[src/rtl/fetch_req_stage_pkg.sv]
// Shared types and constants for the pre-IF fetch request stage.
package fetch_req_stage_pkg;

  typedef enum logic [1:0] {
    ST_IDLE = 2'd0,
    ST_REQ  = 2'd1,
    ST_WAIT = 2'd2,
    ST_HOLD = 2'd3
  } fetch_state_e;

  localparam int unsigned BR_BUS_W     = 33;
  localparam int unsigned BR_TAKEN_BIT = 32;
  localparam int unsigned IF_BUS_W     = 65;
  localparam int unsigned ADEF_BIT     = 64;

  localparam logic [1:0]  SIZE_WORD = 2'b10;
  localparam logic [31:0] RESET_PC  = 32'h1c00_0000;

  function automatic logic [IF_BUS_W-1:0] pack_if_bus(input logic        adef,
                                                      input logic [31:0] inst,
                                                      input logic [31:0] pc);
    return {adef, inst, pc};
  endfunction

endpackage

[src/rtl/fetch_req_stage_if.sv]
// Class-SRAM instruction bus between the fetch request stage and memory.
interface fetch_req_stage_if;

  logic        inst_req;
  logic        inst_wr;
  logic [1:0]  inst_size;
  logic [31:0] inst_addr;
  logic [31:0] inst_wdata;
  logic        inst_addr_ok;
  logic        inst_data_ok;
  logic [31:0] inst_rdata;

  modport master (
    output inst_req, inst_wr, inst_size, inst_addr, inst_wdata,
    input  inst_addr_ok, inst_data_ok, inst_rdata
  );

  modport slave (
    input  inst_req, inst_wr, inst_size, inst_addr, inst_wdata,
    output inst_addr_ok, inst_data_ok, inst_rdata
  );

endinterface

[src/rtl/fetch_redirect_latch.sv]
// Holds a pending fetch redirect; exception flush beats a same-cycle branch,
// and a newer redirect overwrites an older pending one.
module fetch_redirect_latch
  import fetch_req_stage_pkg::*;
(
  input  logic                clk,
  input  logic                resetn,
  input  logic                exec_flush,
  input  logic [31:0]         exec_pc,
  input  logic [BR_BUS_W-1:0] br_bus,
  input  logic                consume,
  output logic                redirect_now,
  output logic                sel_valid,
  output logic [31:0]         sel_pc
);

  logic        redirect_valid;
  logic [31:0] redirect_pc;
  logic [31:0] target;

  assign redirect_now = exec_flush | br_bus[BR_TAKEN_BIT];
  assign target       = exec_flush ? exec_pc : br_bus[31:0];

  // A same-cycle redirect is visible to the consumer before it is registered.
  assign sel_valid = redirect_now | redirect_valid;
  assign sel_pc    = redirect_now ? target : redirect_pc;

  always_ff @(posedge clk or negedge resetn) begin
    if (!resetn) begin
      redirect_valid <= 1'b0;
      redirect_pc    <= '0;
    end else if (consume) begin
      redirect_valid <= 1'b0;
    end else if (redirect_now) begin
      redirect_valid <= 1'b1;
      redirect_pc    <= target;
    end
  end

endmodule

[src/rtl/fetch_req_stage.sv]
// Pre-IF stage: owns the fetch PC, issues one outstanding SRAM fetch at a time
// and hands {adef, inst, pc} bundles to IF.
module fetch_req_stage #(
  parameter logic [31:0] RESET_PC = fetch_req_stage_pkg::RESET_PC
) (
  input  logic                                    clk,
  input  logic                                    resetn,
  input  logic [fetch_req_stage_pkg::BR_BUS_W-1:0] br_bus,
  input  logic                                    exec_flush,
  input  logic [31:0]                             WB_pc_gen_exec,
  input  logic                                    IF_allowin,
  output logic                                    to_IF_valid,
  output logic [fetch_req_stage_pkg::IF_BUS_W-1:0] to_IF_bus,
  fetch_req_stage_if.master                       inst_bus
);

  import fetch_req_stage_pkg::*;

  fetch_state_e          state, state_nxt;
  logic [31:0]           fetch_pc, fetch_pc_nxt;
  logic                  discard, discard_nxt;
  logic [IF_BUS_W-1:0]   bundle, bundle_nxt;
  logic                  consume;
  logic                  redirect_now;
  logic                  sel_valid;
  logic [31:0]           sel_pc;
  logic [31:0]           req_addr;

  fetch_redirect_latch u_redirect (
    .clk          (clk),
    .resetn       (resetn),
    .exec_flush   (exec_flush),
    .exec_pc      (WB_pc_gen_exec),
    .br_bus       (br_bus),
    .consume      (consume),
    .redirect_now (redirect_now),
    .sel_valid    (sel_valid),
    .sel_pc       (sel_pc)
  );

  assign req_addr = sel_valid ? sel_pc : fetch_pc;

  always_ff @(posedge clk or negedge resetn) begin
    if (!resetn) begin
      state    <= ST_IDLE;
      fetch_pc <= RESET_PC;
      discard  <= 1'b0;
      bundle   <= '0;
    end else begin
      state    <= state_nxt;
      fetch_pc <= fetch_pc_nxt;
      discard  <= discard_nxt;
      bundle   <= bundle_nxt;
    end
  end

  always_comb begin
    state_nxt    = state;
    fetch_pc_nxt = fetch_pc;
    discard_nxt  = discard;
    bundle_nxt   = bundle;
    consume      = 1'b0;
    case (state)
      ST_IDLE: begin
        // IDLE lasts one cycle and always commits the chosen address.
        consume      = 1'b1;
        fetch_pc_nxt = req_addr;
        if (req_addr[1:0] != 2'b00) begin
          bundle_nxt = pack_if_bus(1'b1, 32'h0, req_addr);
          state_nxt  = ST_HOLD;
        end else begin
          state_nxt  = ST_REQ;
        end
      end
      ST_REQ: begin
        if (redirect_now) discard_nxt = 1'b1;
        if (inst_bus.inst_addr_ok) state_nxt = ST_WAIT;
      end
      ST_WAIT: begin
        if (inst_bus.inst_data_ok) begin
          if (discard || redirect_now) begin
            discard_nxt = 1'b0;
            state_nxt   = ST_IDLE;
          end else begin
            bundle_nxt  = pack_if_bus(1'b0, inst_bus.inst_rdata, fetch_pc);
            state_nxt   = ST_HOLD;
          end
        end else if (redirect_now) begin
          discard_nxt = 1'b1;
        end
      end
      ST_HOLD: begin
        if (redirect_now) begin
          state_nxt = ST_IDLE;
        end else if (IF_allowin) begin
          fetch_pc_nxt = fetch_pc + 32'd4;
          state_nxt    = ST_IDLE;
        end
      end
      default: state_nxt = ST_IDLE;
    endcase
  end

  assign to_IF_valid = (state == ST_HOLD);
  assign to_IF_bus   = bundle;

  assign inst_bus.inst_req   = (state == ST_REQ);
  assign inst_bus.inst_addr  = fetch_pc;
  assign inst_bus.inst_wr    = 1'b0;
  assign inst_bus.inst_size  = SIZE_WORD;
  assign inst_bus.inst_wdata = '0;

endmodule

[src/flat_wrapper.sv]
// flat-port wrapper written by rule: the top's interface ports become plain ports
module fetch_req_stage_flat import fetch_req_stage_pkg::*;
#(
  parameter logic [31:0] RESET_PC = fetch_req_stage_pkg::RESET_PC
)
  (clk, resetn, br_bus, exec_flush, WB_pc_gen_exec, IF_allowin, to_IF_valid, to_IF_bus, inst_bus_inst_req, inst_bus_inst_wr, inst_bus_inst_size, inst_bus_inst_addr, inst_bus_inst_wdata, inst_bus_inst_addr_ok, inst_bus_inst_data_ok, inst_bus_inst_rdata);
  fetch_req_stage_if inst_bus_i ();
  input  logic clk;
  input  logic resetn;
  input  logic [fetch_req_stage_pkg::BR_BUS_W-1:0] br_bus;
  input  logic exec_flush;
  input  logic [31:0] WB_pc_gen_exec;
  input  logic IF_allowin;
  output logic to_IF_valid;
  output logic [fetch_req_stage_pkg::IF_BUS_W-1:0] to_IF_bus;
  output wire logic [$bits(inst_bus_i.inst_req)-1:0] inst_bus_inst_req;
  output wire logic [$bits(inst_bus_i.inst_wr)-1:0] inst_bus_inst_wr;
  output wire logic [$bits(inst_bus_i.inst_size)-1:0] inst_bus_inst_size;
  output wire logic [$bits(inst_bus_i.inst_addr)-1:0] inst_bus_inst_addr;
  output wire logic [$bits(inst_bus_i.inst_wdata)-1:0] inst_bus_inst_wdata;
  input wire logic [$bits(inst_bus_i.inst_addr_ok)-1:0] inst_bus_inst_addr_ok;
  input wire logic [$bits(inst_bus_i.inst_data_ok)-1:0] inst_bus_inst_data_ok;
  input wire logic [$bits(inst_bus_i.inst_rdata)-1:0] inst_bus_inst_rdata;
  assign inst_bus_inst_req = inst_bus_i.inst_req;
  assign inst_bus_inst_wr = inst_bus_i.inst_wr;
  assign inst_bus_inst_size = inst_bus_i.inst_size;
  assign inst_bus_inst_addr = inst_bus_i.inst_addr;
  assign inst_bus_inst_wdata = inst_bus_i.inst_wdata;
  assign inst_bus_i.inst_addr_ok = inst_bus_inst_addr_ok;
  assign inst_bus_i.inst_data_ok = inst_bus_inst_data_ok;
  assign inst_bus_i.inst_rdata = inst_bus_inst_rdata;
  fetch_req_stage #(.RESET_PC(RESET_PC)) u_core (.clk(clk), .resetn(resetn), .br_bus(br_bus), .exec_flush(exec_flush), .WB_pc_gen_exec(WB_pc_gen_exec), .IF_allowin(IF_allowin), .to_IF_valid(to_IF_valid), .to_IF_bus(to_IF_bus), .inst_bus(inst_bus_i));
endmodule
[config.mk]
export PLATFORM = sky130hd
export DESIGN_NAME = fetch_req_stage_flat
export DESIGN_NICKNAME = d
export VERILOG_FILES = /design/src/rtl/fetch_req_stage_pkg.sv /design/src/rtl/fetch_req_stage_if.sv /design/src/rtl/fetch_redirect_latch.sv /design/src/rtl/fetch_req_stage.sv /design/src/flat_wrapper.sv
export SDC_FILE = /design/constraint.sdc
export NUM_CORES = 1
export LEC_CHECK = 0
export ABC_AREA = 1
export CORE_MARGIN = 3
export CORE_UTILIZATION = 23
export DETAILED_ROUTE_END_ITERATION = 8
export MAX_ROUTING_LAYER = met4
export PLACE_DENSITY = 0.53
export SYNTH_ARGS = -nofsm -noshare
export SYNTH_HDL_FRONTEND = slang
export SYNTH_HIERARCHICAL = 1
export SYNTH_SLANG_ARGS = --single-unit
[constraint.sdc]
create_clock -name clk -period 1.6 [get_ports clk]
set_input_delay 0.32 -clock clk [delete_from_list [all_inputs] [get_ports clk]]
set_output_delay 0.32 -clock clk [all_outputs]
set_load 0.03 [all_outputs]
==> metrics.txt, run 1 <==
status=finished with violations; failing checks=setup timing; Final min period=~1.8 ns; final worst-path cycle share=111.0%; CTS tree=done; final number of hold-violating endpoints=0; synth warn=6; WL met3=between 2 and 2.5 mm; DR vias=between 8000 and 9000; Routed WL=between 30 and 40 mm; gr ovfl total=0; TritonCTS Sinks=roughly 130; met2 WL=between 10 and 15 mm; die height=192.5 um; Final ANT Viol Nets=0; crit path max fanout=5; fmax=about 560 MHz; Slew HR=between 60% and 70%; Initial Utilization=23.61%; RSZ-0062 raised after global routing=true; router iterations before antenna repair=4; CORE AREA=around 34000 um2; slack of the critical path=-0.1760 ns; Area Overhead vs Synth=66.25%; die area=about 37000 um2; skew final=roughly 0.012 ns; # DRC=0; DIE WIDTH=192.5 um; Setup crit start=u_core/u_redirect/redirect_valid$_DFFE_PN0P_; critical path's largest stage delay=approximately 0.37 ns; Row Count=67; count of state elements after synthesis=133; Total Routing Usage GR=between 10% and 20%; worst slew pin tran=between 0.5 and 0.6 ns; deepest clock path buffer count=2; post-synthesis instance area=7998 um2; Clk Latency, worst-skew pair=between 0.4 and 0.5 ns; cells after synthesis=1136; mean number of vias per cell=between 4 and 5; vias in the first global route=8318; cell count after placement=1824; Critical Path Stages=11; WP data arrival=around 2.1 ns; ys flop type=dfrtp_1; power density cells=a little over 2000 nW/um2; flop2flop setup slack=-0.18 ns; Max Slew Vio Count=0; Worst Hold Class=in -> async; initial antenna violation count=1; share of cells above drive strength 1=a little under a third; Placer Congestion=a little under 0.9; DP HPWL=~22 mm; worst vdd ir=between 1 and 1.5 mV; reg2reg path depth=11; met1 WL=between 10 and 15 mm; final number of setup-violating endpoints=75; CTS buffer count=17; Layout Cells excl Fill=~1900; WP buf/inv=6; CTS H-tree depth=4; crit path kind=reg -> reg; overall power consumption=roughly 27 mW; commonest non-fill, non-tap cell in the layout=nand2_1; asr flop ratio synth=100.0%; highest routed metal layer=met4; Max stage delay cell, worst path=dfrtp_1; layout net count=between 1500 and 2000; EDFF count, synth=0; Port Buf Inserts=between 200 and 250; post-synth cell types=33; clk slew on worst S/H paths=0.07 ns; Crit Reg-Reg Endpoint=u_core/to_IF_bus[39]$_DFFE_PN0P_; max cap viols=0; num ports=about 240; 1st-iter DRT viols=between 400 and 500; syn avg cell area=slightly above 7 um2; Clock Tree Root=clkbuf_16; WL/cell=approximately 17 um; Setup crit end=u_core/to_IF_bus[39]$_DFFE_PN0P_; Final Util=approximately two fifths; Crit path max-delay family=buffers and inverters; CP Cell Sequence=inv_2 -> nand2_8 -> buf_12 -> buf_6 -> o21ai_4 -> o21ai_4 -> buf_6 -> buf_12 -> buf_16 -> nand3_1 -> nand2_1; Leakage=6.205 nW; CP endpoint kind=flip-flop; CP Launch Type=flip-flop; first-pass GRT wire length=47.58 mm; commonest non-fill, non-tap cells in the layout=377 x nand2_1, 117 x dfrtp_1, 99 x clkdlybuf4s50_1, 99 x buf_4, 86 x nand3_1; Worst R2R Start=u_core/u_redirect/redirect_valid$_DFFE_PN0P_; dpl ws=-0.8267 ns; largest net degree at the start of global routing=35; CP required=~1.9 ns; Seq/Total Area, Yosys=about two fifths
## cells in the mapped netlist, types with 2 or more instances
| master | count | area, um2 |
|---|---|---|
| nand2_1 | 394 | 1479 |
| nand3_1 | 136 | 680.7 |
| dfrtp_1 | 130 | 3253 |
| nor2_1 | 116 | 435.4 |
| o21ai_0 | 63 | 315.3 |
| inv_1 | 53 | 198.9 |
| a21oi_1 | 48 | 240.2 |
| buf_4 | 39 | 292.8 |
| nand3_2 | 27 | 270.3 |
| clkbuf_1 | 25 | 93.84 |
| buf_2 | 24 | 120.1 |
| o21ai_1 | 19 | 95.09 |
| nand2_2 | 13 | 81.33 |
| buf_6 | 8 | 90.09 |
| mux2i_1 | 5 | 50.05 |
| buf_1 | 4 | 15.01 |
| inv_2 | 4 | 15.01 |
| a31oi_1 | 3 | 18.77 |
| dfstp_2 | 3 | 78.83 |
| nor2_2 | 3 | 18.77 |
| nor3_1 | 3 | 15.01 |
| a22oi_1 | 2 | 15.01 |
| conb_1 | 2 | 7.510 |
| o21bai_1 | 2 | 15.01 |
| xor2_1 | 2 | 17.52 |
## routing by layer
| metal | GRT usage (%) | up-vias |
|---|---|---|
| met4 | 4.007 | 0 |
| met5 | - | - |
| met3 | 3.669 | 25 |
| li1 | - | 4178 |
| met2 | 26.79 | 280 |
| met1 | 22.94 | 4086 |
## per-stage QoR
step | TNS [ns] | instance area (um2) | hold WS (ns)
floorplan | -16.43 | 8257 | 0.02441
global placement | -72.78 | 11320 | 0.2627
detailed placement | -76.05 | 11320 | 0.2612
CTS | -7.474 | 12850 | 0.3913
global route | -13.56 | 13300 | 0.3986
finish | -8.001 | 13300 | 0.3852
## registers in the layout, indices dropped and copies added (netlist names)
| signal | flops |
|---|---|
| u_core/to_IF_bus | 65 |
| u_core/inst_bus.inst_addr | 32 |
| u_core/u_redirect/redirect_pc | 32 |
| u_core/state | 2 |
| u_core/discard | 1 |
| u_core/u_redirect/redirect_valid | 1 |
## cell families after synthesis
family                   synth area share, %
XOR/XNOR                              0.2191
multiplexers                          0.6258
AO/OA/AOI/OAI                          9.246
other                                0.09390
flip-flops                             41.66
buffers and inverters                  10.33
AND/OR/NAND/NOR                        37.67
adder cells (fa/ha/maj)               0.1564
## repair_timing
| item | 4_1_cts | 5_1_grt |
|---|---|---|
| gates resized for setup | 238 | 145 |
| setup endpoints to repair | 172 | 141 |
| endpoints found under the hold margin | 30 | 0 |
| buffers inserted | 19 | 4 |
| pin swaps | 21 | 32 |
| cloned | 14 | 5 |
| hold buffers | 1 | 0 |
## power breakdown
| part | internal [mW] | leakage (nW) | switching (mW) |
|---|---|---|---|
| Sequential | 5.00 | 1.61 | 1.43 |
| Combinational | 6.98 | 4.30 | 9.77 |
| Clock | 2.37 | 0.298 | 1.81 |
| Total | 14.4 | 6.21 | 13.0 |
## final cells by class
class	count	area, um2
Antenna cell	1	2.502
Clock buffer	17	425.4
Clock inverter	15	182.7
Fill cell	3428	20570
Inverter	57	216.5
Multi-Input combinational cell	880	4850
Sequential cell	133	3348
Tap cell	448	560.5
Timing Repair Buffer	341	3711
## worst min path at each step
stage               startpoint                          endpoint  slack (ns)  depth (start not counted)
global placement        resetn  u_core/to_IF_bus[20]$_DFFE_PN0P_        0.26                          1
finish                  resetn  u_core/to_IF_bus[20]$_DFFE_PN0P_        0.39                          2
floorplan               resetn        u_core/discard$_DFFE_PN0P_        0.02                          0
detailed placement      resetn  u_core/to_IF_bus[29]$_DFFE_PN0P_        0.26                          1
global route            resetn  u_core/to_IF_bus[20]$_DFFE_PN0P_        0.40                          2
CTS                     resetn  u_core/to_IF_bus[29]$_DFFE_PN0P_        0.39                          2
(Power assumes the default switching activity.)
==> inputs of run 2 (changes only) <==
Settings changed: GPL_TIMING_DRIVEN set to 1, RECOVER_POWER set to 50.
==> run 2 against run 1 <==
  * The flow still finishes with violations (setup timing)
  * Clock skew is 0.00075 ns lower
  * Clock power barely moved
  * Register-to-register slack about the same
  * Count of clock-buffer cells in the layout stayed put
  * Critical path depth unchanged
  * Wire length is essentially flat
  * First-iteration DRC count rose by 4.2%
  * Power is essentially flat
  * Combinational power hardly changed
  * Final area down 0.16%
  * Worst setup slack improved by 0.014 ns
  * Via count is essentially flat
==> metrics.txt, run 2 (synthesis gave the netlist of run 1 again) <==
status=finished with violations (unchanged); failing checks=setup timing (unchanged); mean number of vias per cell=4.531 (was 4.529); Layout Cells excl Fill=1892 (unchanged); max cap viols=0 (unchanged); Crit Reg-Reg Endpoint=u_core/to_IF_bus[39]$_DFFE_PN0P_ (unchanged); Final Util=39.20% (was 39.26%); Total Routing Usage GR=17.19% (unchanged); TritonCTS Sinks=133 (unchanged); Slew HR=32.91% (was 63.91%); Setup crit end=u_core/to_IF_bus[39]$_DFFE_PN0P_ (unchanged); slack of the critical path=-0.1618 ns (was -0.1760 ns); final number of hold-violating endpoints=0 (unchanged); crit path max fanout=5 (unchanged); Port Buf Inserts=201 (unchanged); first-pass GRT wire length=47.58 mm (unchanged); Fillers=3433 (was 3428); Row Count=67 (unchanged); vias in the first global route=8318 (unchanged); Worst Hold Class=in -> reg (was in -> async); num ports=237 (unchanged); final worst-path cycle share=110.1% (was 111.0%); skew final=0.01124 ns (was 0.01199 ns); Area Overhead vs Synth=65.99% (was 66.25%); commonest non-fill, non-tap cell in the layout=nand2_1 (unchanged); CP Launch Type=flip-flop (unchanged); CORE AREA=33870 um2 (unchanged); final number of setup-violating endpoints=75 (unchanged); Clk Latency, worst-skew pair=0.43 ns (about the same); DIE WIDTH=192.5 um (unchanged); Final min period=1.762 ns (was 1.776 ns); worst slew pin tran=1.006 ns (was 0.5356 ns); TNS Setup=-7.951 ns (was -8.001 ns); die area=37050 um2 (unchanged); initial antenna violation count=1 (unchanged); crit path kind=reg -> reg (unchanged); worst vdd ir=1.012 mV (was 1.009 mV); RSZ-0062 raised after global routing=true (unchanged); Leakage=6.197 nW (was 6.205 nW); 1st-iter DRT viols=474 (was 455); fmax=567.6 MHz (was 563.1 MHz); share of cells above drive strength 1=31.05% (unchanged); die height=192.5 um (unchanged); max reg flops=65 (unchanged); WP data arrival=2.07 ns (was 2.09 ns); gr ovfl total=0 (unchanged); DR vias=8572 (was 8569); CP endpoint kind=flip-flop (unchanged); deepest clock path buffer count=2 (unchanged); register area=3348 um2 (unchanged); power density cells=2061 nW/um2 (was 2058 nW/um2); Placer Congestion=0.8710 (unchanged); CP required=1.91 ns (about the same); multi-input logic area=4850 um2 (unchanged); largest net degree at the start of global routing=35 (unchanged); clk slew on worst S/H paths=0.07 ns (about the same); CTS buffer count=17 (unchanged); reg2reg path depth=11 (unchanged); Max Slew Vio Count=0 (unchanged); commonest non-fill, non-tap cells in the layout=377 x nand2_1, 117 x dfrtp_1, 99 x clkdlybuf4s50_1, 98 x buf_4, 86 x nand3_1 (was 377 x nand2_1, 117 x dfrtp_1, 99 x clkdlybuf4s50_1, 99 x buf_4, 86 x nand3_1); CTS tree=done (unchanged); DP HPWL=21.76 mm (unchanged); router iterations before antenna repair=5 (was 4); Clock Tree Root=clkbuf_16 (unchanged); CTS H-tree depth=4 (unchanged); Routed WL=32.17 mm (was 32.15 mm); layout net count=1534 (unchanged); # DRC=0 (unchanged); Setup crit start=u_core/u_redirect/redirect_valid$_DFFE_PN0P_ (unchanged); Initial Utilization=23.61% (unchanged); cell count after placement=1824 (unchanged); flop2flop setup slack=-0.16 ns (was -0.18 ns); Final ANT Viol Nets=0 (unchanged); Worst R2R Start=u_core/u_redirect/redirect_valid$_DFFE_PN0P_ (unchanged); WL/cell=17.00 um (was 16.99 um)
[run 2: what timing repair did]
action,in CTS,in global routing
buffers inserted,19,4
hold endpoints to repair,30,0
hold buffers,1,0
pin swaps,21,32
gates resized for setup,238,145
gates cloned,14,5
endpoints found under the setup margin,172,141
[run 2: worst min-delay path by stage]
stage                       startpoint                          endpoint  slack, ns  depth (start not counted)
3_3_place_gp                    resetn  u_core/to_IF_bus[20]$_DFFE_PN0P_       0.26                          1
2_1_floorplan                   resetn        u_core/discard$_DFFE_PN0P_       0.02                          0
5_1_grt        inst_bus_inst_rdata[11]  u_core/to_IF_bus[43]$_DFFE_PN0P_       0.45                          3
3_5_place_dp                    resetn  u_core/to_IF_bus[29]$_DFFE_PN0P_       0.26                          1
6_report       inst_bus_inst_rdata[25]  u_core/to_IF_bus[57]$_DFFE_PN0P_       0.45                          3
4_1_cts                         resetn  u_core/to_IF_bus[29]$_DFFE_PN0P_       0.39                          2
[run 2: final cells by class]
type                    instances  share of cell area, %
multi-input cells             880                  36.53
repair buffers                341                  27.79
flip-flops and latches        133                  25.22
well taps                     448                  4.222
clock buffers                  17                  3.205
inverters                      57                  1.631
clock inverters                15                  1.376
diodes                          1                0.01885
[run 2: critical path, stage by stage, from the launching register on]
cell	delay (ns)
dfrtp_1	0.37
inv_2	0.10
nand2_8	0.08
buf_12	0.14
buf_6	0.11
o21ai_4	0.17
o21ai_4	0.10
buf_6	0.17
buf_12	0.14
buf_16	0.13
nand3_1	0.07
nand2_1	0.07
[run 2: per-stage QoR]
| stage | total power, mW | setup WS [ns] | instance area, um2 | hold slack [ns] |
|---|---|---|---|---|
| after global routing | 29.08 | -0.2161 | 13280 | 0.4474 |
| after floorplan | 13.83 | -0.2851 | 8257 | 0.02441 |
| after CTS | 26.68 | -0.1775 | 12850 | 0.3913 |
| final | 27.36 | -0.1618 | 13280 | 0.4482 |
| after global placement | 20.25 | -0.8064 | 11320 | 0.2627 |
| after detailed placement | 20.38 | -0.8267 | 11320 | 0.2612 |
[run 2: routing by layer]
layer  GRT usage, %  vias up  routed length [um]
met5              -        -                   0
met3          3.669       25                2109
met4          4.007        0                 476
met2          26.79      285               14900
li1               -     4180                   -
met1          22.94     4082               14680
[run 2: power breakdown]
| group | switching, mW | total [mW] | internal [mW] | leakage [nW] |
|---|---|---|---|---|
| clock | 1.80 | 4.17 | 2.37 | 0.298 |
| sequential | 1.44 | 6.44 | 5.00 | 1.61 |
| combinational | 9.77 | 16.7 | 6.98 | 4.29 |
==> inputs of run 3 (changes only) <==
Settings changed: CTS_CLUSTER_SIZE set to 20, DONT_BUFFER_PORTS set to 1, PLACE_DENSITY 0.53 to 0.44.
==> run 3 against run 2 <==
  * The flow finishes with violations (hold timing, setup timing)
  * Count of clock-buffer cells in the layout unchanged
  * Clock power barely moved
  * Clock skew about the same
  * Register-to-register slack improved by 0.13 ns
  * Global-route usage fell by 1.0 points
  * Via count is 11% lower
  * Final area decreased by 21%
  * Critical path type is now reg -> out
  * Highest routed layer unchanged
==> metrics.txt, run 3 (synthesis gave the netlist of run 1 again) <==
# diodes=0 (was 1); die height=192.5 um (unchanged); share of cells above drive strength 1=26.15% (was 31.05%); Fillers=3633 (was 3433); CTS H-tree depth=4 (unchanged); CP Launch Type=flip-flop (unchanged); Worst Hold Class=in -> async (was in -> reg); Max Slew Vio Count=0 (unchanged); # DRC=0 (unchanged); RSZ-0062 raised after global routing=true (unchanged); final number of hold-violating endpoints=133 (was 0); initial antenna violation count=0 (was 1); 1st-iter DRT viols=469 (was 474); overall power consumption=23.74 mW (was 27.36 mW); die area=37050 um2 (unchanged); final worst-path cycle share=102.3% (was 110.1%); CORE AREA=33870 um2 (unchanged); failing checks=hold timing, setup timing (was setup timing); crit path max fanout=6 (was 5); WL/cell=17.88 um (was 17.00 um); power density cells=2263 nW/um2 (was 2061 nW/um2); Final min period=1.637 ns (was 1.762 ns); num ports=237 (unchanged); vias in the first global route=7281 (was 8318); CTS buffer count=17 (unchanged); finished layout cell area=10490 um2 (was 13280 um2); DP HPWL=21.60 mm (was 21.76 mm); crit path kind=reg -> out (was reg -> reg); largest net degree at the start of global routing=134 (was 35); max cap viols=0 (unchanged); DR vias=7630 (was 8572); deepest clock path buffer count=2 (unchanged); first-pass GRT wire length=44.35 mm (was 47.58 mm); TritonCTS Sinks=133 (unchanged); mean number of vias per cell=4.523 (was 4.531); Placer Congestion=0.8139 (was 0.8710); Port Buf Inserts=0 (was 201); worst vdd ir=0.8701 mV (was 1.012 mV); clk slew on worst S/H paths=0.07 ns (about the same); Leakage=5.009 nW (was 6.197 nW); max reg flops=65 (unchanged); TNS Setup=-0.4978 ns (was -7.951 ns); skew final=0.01079 ns (was 0.01124 ns); DIE WIDTH=192.5 um (unchanged); Max stage delay cell, worst path=dfrtp_2 (was dfrtp_1); Post-DP Area=9206 um2 (was 11320 um2); dpl ws=-0.2084 ns (was -0.8267 ns); Initial Utilization=23.61% (unchanged); Total Routing Usage GR=16.14% (was 17.19%); CTS tree=done (unchanged); Clock Tree Root=clkbuf_16 (unchanged); status=finished with violations (unchanged); WP data arrival=1.32 ns (was 2.07 ns); commonest non-fill, non-tap cell in the layout=nand2_1 (unchanged); commonest non-fill, non-tap cells in the layout=384 x nand2_1, 122 x nand3_1, 122 x dfrtp_1, 109 x buf_4, 75 x nor2_1 (was 377 x nand2_1, 117 x dfrtp_1, 99 x clkdlybuf4s50_1, 98 x buf_4, 86 x nand3_1); fmax=610.9 MHz (was 567.6 MHz); CP required=1.28 ns (was 1.91 ns); Clk Latency, worst-skew pair=0.43 ns (about the same); Min Hold Slack=-0.4167 ns (was 0.4482 ns); Routed WL=30.16 mm (was 32.17 mm); layout net count=1330 (was 1534); Row Count=67 (unchanged); gr ovfl total=0 (unchanged); slack of the critical path=-0.03696 ns (was -0.1618 ns); Area Overhead vs Synth=31.20% (was 65.99%); router iterations before antenna repair=5 (unchanged); final number of setup-violating endpoints=44 (was 75); critical path's largest stage delay=0.54 ns (was 0.37 ns); CP Cell Sequence=nand2_4 -> inv_6 -> buf_12 (was inv_2 -> nand2_8 -> buf_12 -> buf_6 -> o21ai_4 -> o21ai_4 -> buf_6 -> buf_12 -> buf_16 -> nand3_1 -> nand2_1); CP endpoint kind=primary output (was flip-flop); Final ANT Viol Nets=0 (unchanged)
[run 3: final cells by class]
type,count,area [um2],share of cell area (%)
Multi-Input combinational cell,879,4409,42.02
Clock inverter,15,181.4,1.729
Sequential cell,133,3342,31.85
Timing Repair Buffer,138,1353,12.89
Inverter,57,221.5,2.111
Clock buffer,17,425.4,4.054
Tap cell,448,560.5,5.342
[run 3: metrics by stage]
step | std cells | util [%]
floorplan | 1169 | -
global placement | 1638 | 27.18
detailed placement | 1638 | 27.18
CTS | 1675 | 29.47
global route | 1687 | 30.98
finish | 1687 | 30.98
[run 3: metal layers]
layer  wire [um]  GRT usage [%]
met4         246          3.166
met3        2250          4.124
met5           0              -
met1       14460          22.81
met2       13200          23.36
[run 3: final timing paths]
| path | cells after the start | start | end | slack, ns |
|---|---|---|---|---|
| worst max-delay path | 3 | u_core/state[1]$_DFFE_PN0P_ | to_IF_valid | -0.04 |
| worst min-delay path | 0 | resetn | u_core/to_IF_bus[59]$_DFFE_PN0P_ | -0.42 |
| worst max register to register | 9 | u_core/u_redirect/redirect_pc[0]$_DFFE_PN0N_ | u_core/to_IF_bus[16]$_DFFE_PN0P_ | -0.03 |
| worst min register to register | 2 | u_core/u_redirect/redirect_pc[0]$_DFFE_PN0N_ | u_core/u_redirect/redirect_pc[0]$_DFFE_PN0N_ | 0.47 |
| max in group asynchronous | 0 | resetn | u_core/inst_bus.inst_addr[27]$_DFFE_PN1P_ | 1.74 |
| min in group clk | 2 | inst_bus_inst_rdata[6] | u_core/to_IF_bus[38]$_DFFE_PN0P_ | 0.01 |
[run 3: report_power, final]
group	leakage, nW	total [mW]	internal (mW)	switching (mW)
clock	0.293	4.14	2.37	1.77
sequential	1.61	7.84	4.96	2.88
combinational	3.11	11.8	4.61	7.16
total	5.01	23.7	11.9	11.8
[run 3: worst max-delay path, delay by kind of cell, from the launching register on]
family / cells / cell delay [ns]
buffers and inverters: 2 / 0.24
AND/OR/NAND/NOR: 1 / 0.10
flip-flops: 1 / 0.54
[run 3: repair_timing]
action,4_1_cts,5_1_grt
gates resized for setup,24,106
pin swaps,4,12
hold endpoints to repair,133,134
endpoints found under the setup margin,76,112
gates cloned,3,5
setup buffers,2,6
